**config.mk**
```make
export PLATFORM = sky130hd
export DESIGN_NAME = regfile_sb_flat
export DESIGN_NICKNAME = d
export VERILOG_FILES = /design/src/rtl/regfile_pkg.sv /design/src/rtl/regfile_sb_if.sv /design/src/rtl/regfile_scoreboard.sv /design/src/rtl/regfile_sb.sv /design/src/flat_wrapper.sv
export SDC_FILE = /design/constraint.sdc
export NUM_CORES = 1
export LEC_CHECK = 0
export CORE_UTILIZATION = 40
export CTS_CLUSTER_DIAMETER = 100
export DETAILED_ROUTE_END_ITERATION = 12
export HOLD_SLACK_MARGIN = 0.03
export PLACE_DENSITY_LB_ADDON = 0.12
export SETUP_SLACK_MARGIN = 0.05
export SLEW_MARGIN = 20
export SYNTH_ARGS = -nofsm -noshare
export SYNTH_HDL_FRONTEND = slang
export SYNTH_SLANG_ARGS = --single-unit
```
**constraint.sdc**
```tcl
create_clock -name clk -period 5.2 [get_ports clk]
set_clock_uncertainty 0.05 [all_clocks]
set_input_delay 0.78 -clock clk [delete_from_list [all_inputs] [get_ports clk]]
set_output_delay 0.78 -clock clk [all_outputs]
set_load 0.03 [all_outputs]
```
**src/rtl/regfile_pkg.sv**
```systemverilog
// Shared types and helpers for the regfile_sb register file slice.
package regfile_pkg;

   // Sweep FSM: CLEAR zeroes the storage after reset, RUN is normal operation.
   typedef enum logic {
      CLEAR = 1'b0,
      RUN   = 1'b1
   } state_t;

   // Address width for n entries; at least one bit so ports never collapse to zero width.
   function automatic int unsigned clog2(input int unsigned n);
      int unsigned r;
      r = 0;
      while ((32'd1 << r) < n) begin
         r = r + 1;
      end
      return (r == 0) ? 1 : r;
   endfunction

endpackage

```
**src/rtl/regfile_sb_if.sv**
```systemverilog
// Decode/writeback bus of the register file: read ports, writeback, issue, status.
interface regfile_sb_if
   import regfile_pkg::*;
#(
   parameter int unsigned XLEN  = 32,
   parameter int unsigned NREGS = 32,
   parameter int unsigned NRP   = 2
);
   localparam int unsigned AW = clog2(NREGS);

   logic                  ready;
   logic [NRP-1:0]        re;
   logic [NRP*AW-1:0]     ra;
   logic [NRP*XLEN-1:0]   rdata;
   logic [NRP-1:0]        rbusy;
   logic                  stall;
   logic                  we;
   logic [AW-1:0]         wa;
   logic [XLEN-1:0]       wdata;
   logic                  iss_valid;
   logic [AW-1:0]         iss_rd;

   modport master (
      input  ready, rdata, rbusy, stall,
      output re, ra, we, wa, wdata, iss_valid, iss_rd
   );

   modport slave (
      output ready, rdata, rbusy, stall,
      input  re, ra, we, wa, wdata, iss_valid, iss_rd
   );

endinterface

```
**src/rtl/regfile_scoreboard.sv**
```systemverilog
// Busy-bit scoreboard: one pending-producer bit per register plus per-port hazard lookup.
module regfile_scoreboard
   import regfile_pkg::*;
#(
   parameter int unsigned NREGS = 32,
   parameter int unsigned NRP   = 2,
   parameter int unsigned AW    = clog2(NREGS)
) (
   input  logic              clk,
   input  logic              reset,
   input  logic              run,
   input  logic              wr_clr,
   input  logic              we,
   input  logic [AW-1:0]     wa,
   input  logic              iss_set,
   input  logic [AW-1:0]     iss_rd,
   input  logic [NRP-1:0]    re,
   input  logic [NRP*AW-1:0] ra,
   output logic [NRP-1:0]    rbusy_c
);

   logic [NREGS-1:0] busy;

   // Writeback clears, issue sets; issue is applied last so a new producer wins.
   always_ff @(posedge clk) begin
      if (!reset) begin
         busy <= '0;
      end else if (run) begin
         if (wr_clr) begin
            busy[wa] <= 1'b0;
         end
         if (iss_set) begin
            busy[iss_rd] <= 1'b1;
         end
      end
   end

   for (genvar g = 0; g < NRP; g++) begin : g_look
      logic [AW-1:0] a;
      logic          hit;

      assign a = ra[g*AW +: AW];

      // Busy source that is not being written back this very cycle.
      always_comb begin
         hit = 1'b0;
         if (32'(a) < NREGS) begin
            hit = busy[a];
         end
      end

      assign rbusy_c[g] = run & re[g] & hit & ~(we & (wa == a));
   end

endmodule

```
**src/rtl/regfile_sb.sv**
```systemverilog
// Integer register file with N read ports, bypassed writeback and busy-bit scoreboard.
module regfile_sb
   import regfile_pkg::*;
#(
   parameter int unsigned XLEN     = 32,
   parameter int unsigned NREGS    = 32,
   parameter int unsigned NRP      = 2,
   parameter bit          ZERO_REG = 1'b1
) (
   input logic         clk,
   input logic         reset,
   regfile_sb_if.slave bus
);

   localparam int unsigned AW = clog2(NREGS);

   state_t              state;
   state_t              state_nxt;
   logic [AW-1:0]       ptr;
   logic                ready_c;
   logic                sweep_c;
   logic                wr_legal_c;
   logic                iss_legal_c;
   logic [XLEN-1:0]     mem [NREGS];
   logic [NRP*XLEN-1:0] rdata_c;
   logic [NRP-1:0]      rbusy_c;

   // Address names a real, writable register (x0 excluded when hardwired).
   function automatic logic addr_ok(input logic [AW-1:0] a);
      return (32'(a) < NREGS) && !(ZERO_REG && (a == '0));
   endfunction

   // Sweep FSM state register.
   always_ff @(posedge clk) begin
      if (!reset) begin
         state <= CLEAR;
      end else begin
         state <= state_nxt;
      end
   end

   // Leave CLEAR on the cycle that zeroes the last entry.
   always_comb begin
      state_nxt = state;
      case (state)
         CLEAR: if (ptr == AW'(NREGS - 1)) state_nxt = RUN;
         RUN:   state_nxt = RUN;
         default: state_nxt = CLEAR;
      endcase
   end

   // FSM outputs: sweep write strobe in CLEAR, ready in RUN.
   always_comb begin
      ready_c = 1'b0;
      sweep_c = 1'b0;
      case (state)
         CLEAR:   sweep_c = 1'b1;
         RUN:     ready_c = 1'b1;
         default: sweep_c = 1'b1;
      endcase
   end

   // Sweep pointer restarts from zero on every reset.
   always_ff @(posedge clk) begin
      if (!reset) begin
         ptr <= '0;
      end else if (sweep_c) begin
         ptr <= ptr + AW'(1);
      end
   end

   assign wr_legal_c  = ready_c & bus.we & addr_ok(bus.wa);
   assign iss_legal_c = ready_c & bus.iss_valid & addr_ok(bus.iss_rd);

   // Storage: zeroed by the sweep, then written by legal writebacks.
   always_ff @(posedge clk) begin
      if (reset) begin
         if (sweep_c) begin
            mem[ptr] <= '0;
         end else if (wr_legal_c) begin
            mem[bus.wa] <= bus.wdata;
         end
      end
   end

   for (genvar g = 0; g < NRP; g++) begin : g_rd
      logic [AW-1:0]   a;
      logic [XLEN-1:0] d;

      assign a = bus.ra[g*AW +: AW];

      // Read mux: gated zero, then same-cycle writeback bypass, then array.
      always_comb begin
         d = '0;
         if (!ready_c || !bus.re[g] || !addr_ok(a)) begin
            d = '0;
         end else if (wr_legal_c && (bus.wa == a)) begin
            d = bus.wdata;
         end else begin
            d = mem[a];
         end
      end

      assign rdata_c[g*XLEN +: XLEN] = d;
   end

   regfile_scoreboard #(
      .NREGS (NREGS),
      .NRP   (NRP),
      .AW    (AW)
   ) u_sb (
      .clk     (clk),
      .reset   (reset),
      .run     (ready_c),
      .wr_clr  (wr_legal_c),
      .we      (bus.we),
      .wa      (bus.wa),
      .iss_set (iss_legal_c),
      .iss_rd  (bus.iss_rd),
      .re      (bus.re),
      .ra      (bus.ra),
      .rbusy_c (rbusy_c)
   );

   assign bus.ready = ready_c;
   assign bus.rdata = rdata_c;
   assign bus.rbusy = rbusy_c;
   assign bus.stall = |rbusy_c;

endmodule

```
**src/flat_wrapper.sv**
```systemverilog
// flat-port wrapper written by rule: the top's interface ports become plain ports
module regfile_sb_flat import regfile_pkg::*;
#(
   parameter int unsigned XLEN     = 32,
   parameter int unsigned NREGS    = 32,
   parameter int unsigned NRP      = 2,
   parameter bit          ZERO_REG = 1'b1
)
  (clk, reset, bus_ready, bus_rdata, bus_rbusy, bus_stall, bus_re, bus_ra, bus_we, bus_wa, bus_wdata, bus_iss_valid, bus_iss_rd);
  regfile_sb_if #(.XLEN(XLEN), .NREGS(NREGS), .NRP(NRP)) bus_i ();
  input logic clk;
  input logic reset;
  output wire logic [$bits(bus_i.ready)-1:0] bus_ready;
  output wire logic [$bits(bus_i.rdata)-1:0] bus_rdata;
  output wire logic [$bits(bus_i.rbusy)-1:0] bus_rbusy;
  output wire logic [$bits(bus_i.stall)-1:0] bus_stall;
  input wire logic [$bits(bus_i.re)-1:0] bus_re;
  input wire logic [$bits(bus_i.ra)-1:0] bus_ra;
  input wire logic [$bits(bus_i.we)-1:0] bus_we;
  input wire logic [$bits(bus_i.wa)-1:0] bus_wa;
  input wire logic [$bits(bus_i.wdata)-1:0] bus_wdata;
  input wire logic [$bits(bus_i.iss_valid)-1:0] bus_iss_valid;
  input wire logic [$bits(bus_i.iss_rd)-1:0] bus_iss_rd;
  assign bus_ready = bus_i.ready;
  assign bus_rdata = bus_i.rdata;
  assign bus_rbusy = bus_i.rbusy;
  assign bus_stall = bus_i.stall;
  assign bus_i.re = bus_re;
  assign bus_i.ra = bus_ra;
  assign bus_i.we = bus_we;
  assign bus_i.wa = bus_wa;
  assign bus_i.wdata = bus_wdata;
  assign bus_i.iss_valid = bus_iss_valid;
  assign bus_i.iss_rd = bus_iss_rd;
  regfile_sb #(.XLEN(XLEN), .NREGS(NREGS), .NRP(NRP), .ZERO_REG(ZERO_REG)) u_core (.clk(clk), .reset(reset), .bus(bus_i));
endmodule
```
Word level (Yosys, flattened, before mapping)
Memory sizes are Yosys's and may differ from the RTL's. Cells that the tools add are included.

Latch bits: 0. ROM bits: 0. Output and inout port bits: 68. Input port bits: 58. Memories kept: 1. Register bits: 38. Word-level logic and storage cells: 80. RAM bits: 1024.

Memory list: u_core.mem (depth 32, bits a word 32, read ports 2, clocked after Yosys merged registers in 0, wr ports 1, RTL line regfile_sb.sv:24) `logic [XLEN-1:0] mem [NREGS];`.

Magnitude comparators: 6. Equality and inequality tests: 3. Bitwise gates (word level): 18. Muxes and demuxes: 29. Shift operators: 0. Reductions and logical operators: 19. Div/mod/pow operators: 0. $add $sub $neg: 1. Multipliers: 0.

Operator list (number): 32-bit 2-to-1 mux (9); 32-bit AND (1); 32-bit inverter (1); 32-bit OR (1); 32-bit OR reduction (1); 5-bit by 6-bit < comparator with 1-bit output, second input constant (4); 5-bit logical NOT (4); 1-bit 2-to-1 mux (14); 1-bit AND (12); 1-bit binary-select mux with 5-bit select (2); 1-bit demux with 5-bit select (2); 5-bit == test (2); 5-bit by 1-bit >= comparator with 1-bit output, second input constant (2); 5-bit by 1-bit adder with 5-bit output, second input constant (1); 5-bit == test, second input constant (1); 1-bit logical NOT (5); 5-bit 2-to-1 mux (1); 1-bit logical AND (4); 1-bit logical OR (4); 1-bit inverter (3); 1-bit case mux with 2 select lines (1); 2-bit OR reduction (1).

Logic depth before layout (Yosys ltp)
Depth after elaboration: 11. Mapped depth: 10. Gate-level depth less buffers: 5.

By module
Synthesis repeated with hierarchy kept, for this count alone.

Cells, all modules: 2755. Area, all modules: 50435.9 um2.

By module, submodules not included: regfile_sb (area each 48268.8 um2, cells each 2526, times used 1, sequential area each 30869.6 um2); regfile_scoreboard (area each 2167.1 um2, cells each 229, times used 1, sequential area each 640.6 um2).

Worst setup path after synthesis
No wires, ideal clock.

Path type: input to register. Start: input reset. End: memory u_core.mem[21][0], enable pin. Library setup time: 0.421 ns. Path slack: 1.303 ns. Cell stages on the path: 7. Data arrival time: 3.426 ns. Buffers on the path: 3. Required time: 4.729 ns. Path through: clkbuf_1 > nand2_1 > a211oi_1 > buf_2 > buf_2 > a31oi_1 > nor2_1.

Cells in the longest elaborated chain, start to end: 4. Elaborated cells on any way between the ends: 7. Those cells by class: 6 x mux; 1 x reduce/logical.

Ends and longest elaborated chain: from (decl) (RTL line flat_wrapper.sv:12) `input logic reset;`; 1-bit 2-to-1 mux (RTL line regfile_sb.sv:77) `if (reset) begin`; 1-bit 2-to-1 mux (implied by the code) (RTL line regfile_sb.sv:81) `mem[bus.wa] <= bus.wdata;`; 32-bit OR reduction (no source line); 5-bit 2-to-1 mux (no source line) or 1-bit 2-to-1 mux (tied branches); to (decl) (RTL line regfile_sb.sv:24).

Parallel ways exist; a longest one is shown, timed or not.

Final worst setup path
Start: input bus_wa[2]. End: output bus_rdata[22].

Cells in the longest elaborated chain, start to end: 6. Elaborated cells on any way between the ends: 7. Those cells by class: 1 x eq/ne; 2 x mux; 1 x bitwise; 3 x reduce/logical.

Ends and longest elaborated chain: from (decl) (RTL line flat_wrapper.sv:20) `input wire logic [$bits(bus_i.wa)-1:0] bus_wa;`; 5-bit logical NOT (RTL line regfile_sb.sv:30) `return (32'(a) < NREGS) && !(ZERO_REG && (a == '0));`; 1-bit logical NOT (RTL line regfile_sb.sv:30); 1-bit AND (RTL line regfile_sb.sv:72) `assign wr_legal_c = ready_c & bus.we & addr_ok(bus.wa);`; 1-bit logical AND * (RTL line regfile_sb.sv:97) `end else if (wr_legal_c && (bus.wa == a)) begin`; 32-bit 2-to-1 mux * (RTL line regfile_sb.sv:97); 32-bit 2-to-1 mux * (RTL line regfile_sb.sv:95) `if (!ready_c || !bus.re[g] || !addr_ok(a)) begin`; to (decl) (RTL line flat_wrapper.sv:14) `output wire logic [$bits(bus_i.rdata)-1:0] bus_rdata;`.

Mark *: on every way between the ends. The rest lies on a longest branch, timed or not.

==> summary.md <==
| Metric | Value |
|---|---|
| Compound-cell area share of the yosys netlist | `9.371%` |
| CP Capture Type | `output pin` |
| Worst path arrival time | `4280 ps` |
| Tmin final | `5111 ps` |
| Netlist Area Pre-Place | `52850 sq um` |
| Syn Nets | `3438` |
| Cell variety after synth | `56` |
| WP data required | `4370 ps` |
| Mapped Cells | `3378` |
| Maximum vdd ir drop | `0.2806 mV` |
| CTS H-tree depth | `3` |
| Fill cells | `11240` |
| TritonCTS clock tree | `built` |
| Status | `completed` |
| Area post-placement | `58090 sq um` |
| Placed Cells | `5181` |
| WHS Path Cells | `1` |
| Hold Vio Cnt, Final | `0` |
| FF-to-FF setup slack | `1040 ps` |
| Clock Sinks | `1062` |
| DRC violations left | `0` |
| # nets final | `3604` |
| Yosys warnings | `0` |
| Top cell type's share of synthesized area | `58.18%` |
| HP Start | `u_core.u_sb.busy[0]` |
| Vias per cell | `6.550` |
| Hpwl dp | `122.0 mm` |
| Count of pins over their slew limit | `0` |
| Max-Cap Viols | `0` |
| Hold_buf cts | `0` |
| Crit-path max cell delay | `790 ps` |
| Dominant synthesized flop cell | `edfxtp_1` |
| Startpoint Class | `input port` |
| Clock root buffer master | `clkbuf_16` |
| EDFF count, synth | `1024` |
| Setup TNS | `0 ps` |
| Critical path cell sequence | `clkdlybuf4s50_1 -> nor3_2 -> a21oi_1 -> and3_2 -> buf_4 -> nand2b_2 -> buf_4 -> o221ai_1 -> buf_12` |
| First-pass GRT wire length | `271.8 mm` |
| Final WL | `195.1 mm` |
| Pre-antenna DRT Iters | `8` |
| Reg2Reg Depth | `6` |
| Vias in the first global route | `35580` |
| Final setup vio count | `0` |
| Critical-path top delay cell | `clkdlybuf4s50_1` |
| Synth-to-Final Area Change | `16.53%` |
| Slew @ Worst Pin | `1148 ps` |
| RR Endpoint | `u_core.mem[17][16]` |
| Mapped Avg Cell Area | `15.64 sq um` |
| Total gr overflow | `0` |
| DR iter-0 viols | `3901` |
| CP max FO | `33` |
| Buffers on Ports | `125` |
| Flops & latches, synth | `1062` |
| Simple-gate share of the synthesized area | `5.116%` |
| XOR/XNOR Fraction of Synth Area | `0.2154%` |
| Finished Cell Area | `61580 sq um` |
| Power Density | `303.5 nW/um^2` |
| Post-route ant nets | `0` |
| Sequential fraction of the synthesis area | `59.62%` |
| Ys async rst share | `0%` |
| Pwr Total | `18.69 mW` |
| Adder-Cell Fraction of Synth Area | `0.04735%` |
| Vias after detailed routing | `35280` |
| Die ar. | `133600 sq um` |
| Num rows | `133` |
| Initial antenna violation count | `5` |
| Static Leak | `20.86 nW` |
| WHS Endpoint | `u_core.u_sb.busy[0]` |
| FMAX | `195.6 MHz` |
| Share of layout cells above drive strength 1 | `26.49%` |
| Cell mode on critical path | `buf_4` |
| Post-route clock period utilization | `98.29%` |
| Chip height | `365.5 um` |
| I/O pins | `126` |
| Core ar. | `131300 sq um` |
| Slew margin rel. | `22.47%` |
| Routed len/inst | `36.22 um` |
| Fin util | `46.90%` |
| Crit Reg-Reg Startpoint | `u_core.state` |
| RSZ-0062 raised after global routing | `false` |
| TritonCTS buffer count | `115` |
| Largest family of logic cells by synthesized area | `multiplexers` |
| Area leader, netlist | `edfxtp_1` |
| RePlAce Congestion | `0.8899` |
| Worst setup path startpoint | `bus_wa[2]` |
| Hold Path Class | `reg -> reg` |
| Non-Filler Instances | `5387` |
| Chip Width | `365.5 um` |
| Multiplexer share of the synthesized area | `21.86%` |
| Global Route Usage Sum | `29.01%` |
| Largest net degree at the start of global routing | `56` |
| Clock tree buffer depth | `3` |
| Worst-path clk slew | `60 ps` |
| Antenna Cells | `0` |
| Starting Density | `40.25%` |
| Area contributors post-synth | `edfxtp_1, mux4_2, mux2i_1` |
| CP Class | `in -> out` |
| Skew-Pair Late Insertion Delay | `730 ps` |
[worst max-delay path, delay by kind of cell]
kind	cells	cell delay (ps)
buf+inv	4	2020
compound gates	2	740
simple gates	3	670
[layout by cell type, fill, tap and decap left out, types with 29 or more instances in the layout]
master and instances:
a221oi_1 64, o21ai_0 29, mux4_2 276, a31o_2 64, and4_1 65, o31ai_1 64, nand2_1 146, clkbuf_1 32
dfxtp_1 38, inv_1 130, mux2_2 128, nand3_1 79, clkbuf_16 116, nor2_4 34, buf_4 167, a311oi_1 64
and2_1 99, o221ai_1 190, a221o_1 64, edfxtp_1 1024, mux2i_1 389, buf_12 117, clkdlybuf4s50_1 52
[area by class of cell]
class                           count  area (sq um)  area share, %
Clock buffer                      148          3023          4.909
Inverter                          130         488.0         0.7924
Clock inverter                     57         440.4         0.7152
Timing Repair Buffer              346          4242          6.887
Sequential cell                  1062         31510          51.17
Tap cell                         1755          2196          3.566
Multi-Input combinational cell   1889         19690          31.96
[stage by stage]
| step | hold slack, ps | setup slack, ps |
|---|---|---|
| final | 443.4 | 88.68 |
| after global routing | 458.6 | 58.32 |
| after CTS | 444.4 | 127.9 |
| after detailed placement | 424.4 | -129.1 |
| after global placement | 425.0 | -113.8 |
| after floorplan | 393.1 | 1303 |
[how the worst max path moves through the flow]
stage | end | slack (ps) | cells after the start
floorplan | u_core.mem[21][0] | 1300 | 7
global placement | bus_rdata[13] | -110 | 9
detailed placement | bus_rdata[11] | -130 | 9
CTS | bus_rdata[22] | 130 | 9
global route | bus_rdata[22] | 60 | 6
finish | bus_rdata[22] | 90 | 9
[synth_stat cells, drive strengths merged, types with 3 or more instances]
cell and number:
buf 130, nor2 46, xor2 10, a31o 64, a221o 64, nand4 4, a31oi 4, o221ai 192
o211ai 26, or2 4, and3 6, a221oi 64, xnor2 3, o21ai 30, dfxtp 38, nor3b 3
a311oi 64, nand2 146, and4 65, nor4b 3, nand2b 8, nor2b 8, inv 130, mux4 276
nand3 79, clkbuf 167, and2 101, nor3 10, o31ai 64, edfxtp 1024, mux2 128, mux2i 389
a21oi 7
[layer usage]
layer | up-vias | part of all wire [%] | track usage, %
li1 | 14400 | - | -
met1 | 18700 | 39 | 37.14
met2 | 1758 | 48 | 47.82
met3 | 421 | 8.7 | 6.732
met4 | 4 | 4.1 | 10.93
met5 | - | 0.012 | 0
[power by group]
part / switching [mW] / total, mW / leakage [nW] / internal, mW
registers: 0.0265 / 9.32 / 10.3 / 9.30
clock network: 3.42 / 7.74 / 1.68 / 4.32
logic: 1.03 / 1.63 / 8.90 / 0.602
total: 4.47 / 18.7 / 20.9 / 14.2
[kinds of logic after synthesis]
kind of cell | count (synthesis)
flip-flops | 1062
multiplexers | 793
AO/OA/AOI/OAI | 587
AND/OR/NAND/NOR | 494
buffers and inverters | 427
XOR/XNOR | 13
adder cells (fa/ha/maj) | 2
[registers in the layout, indices dropped and copies added, names as in the netlist]
signal and cells:
u_core.mem 1024, u_core.u_sb.busy 32, u_core.state 1, u_core.ptr 5
[timing repair]
item                       CTS  global route
resized for setup            2             2
buffers inserted             0             0
pin swaps                    0             0
setup endpoints to repair    2             3
Power figures use the tool's default switching activity.
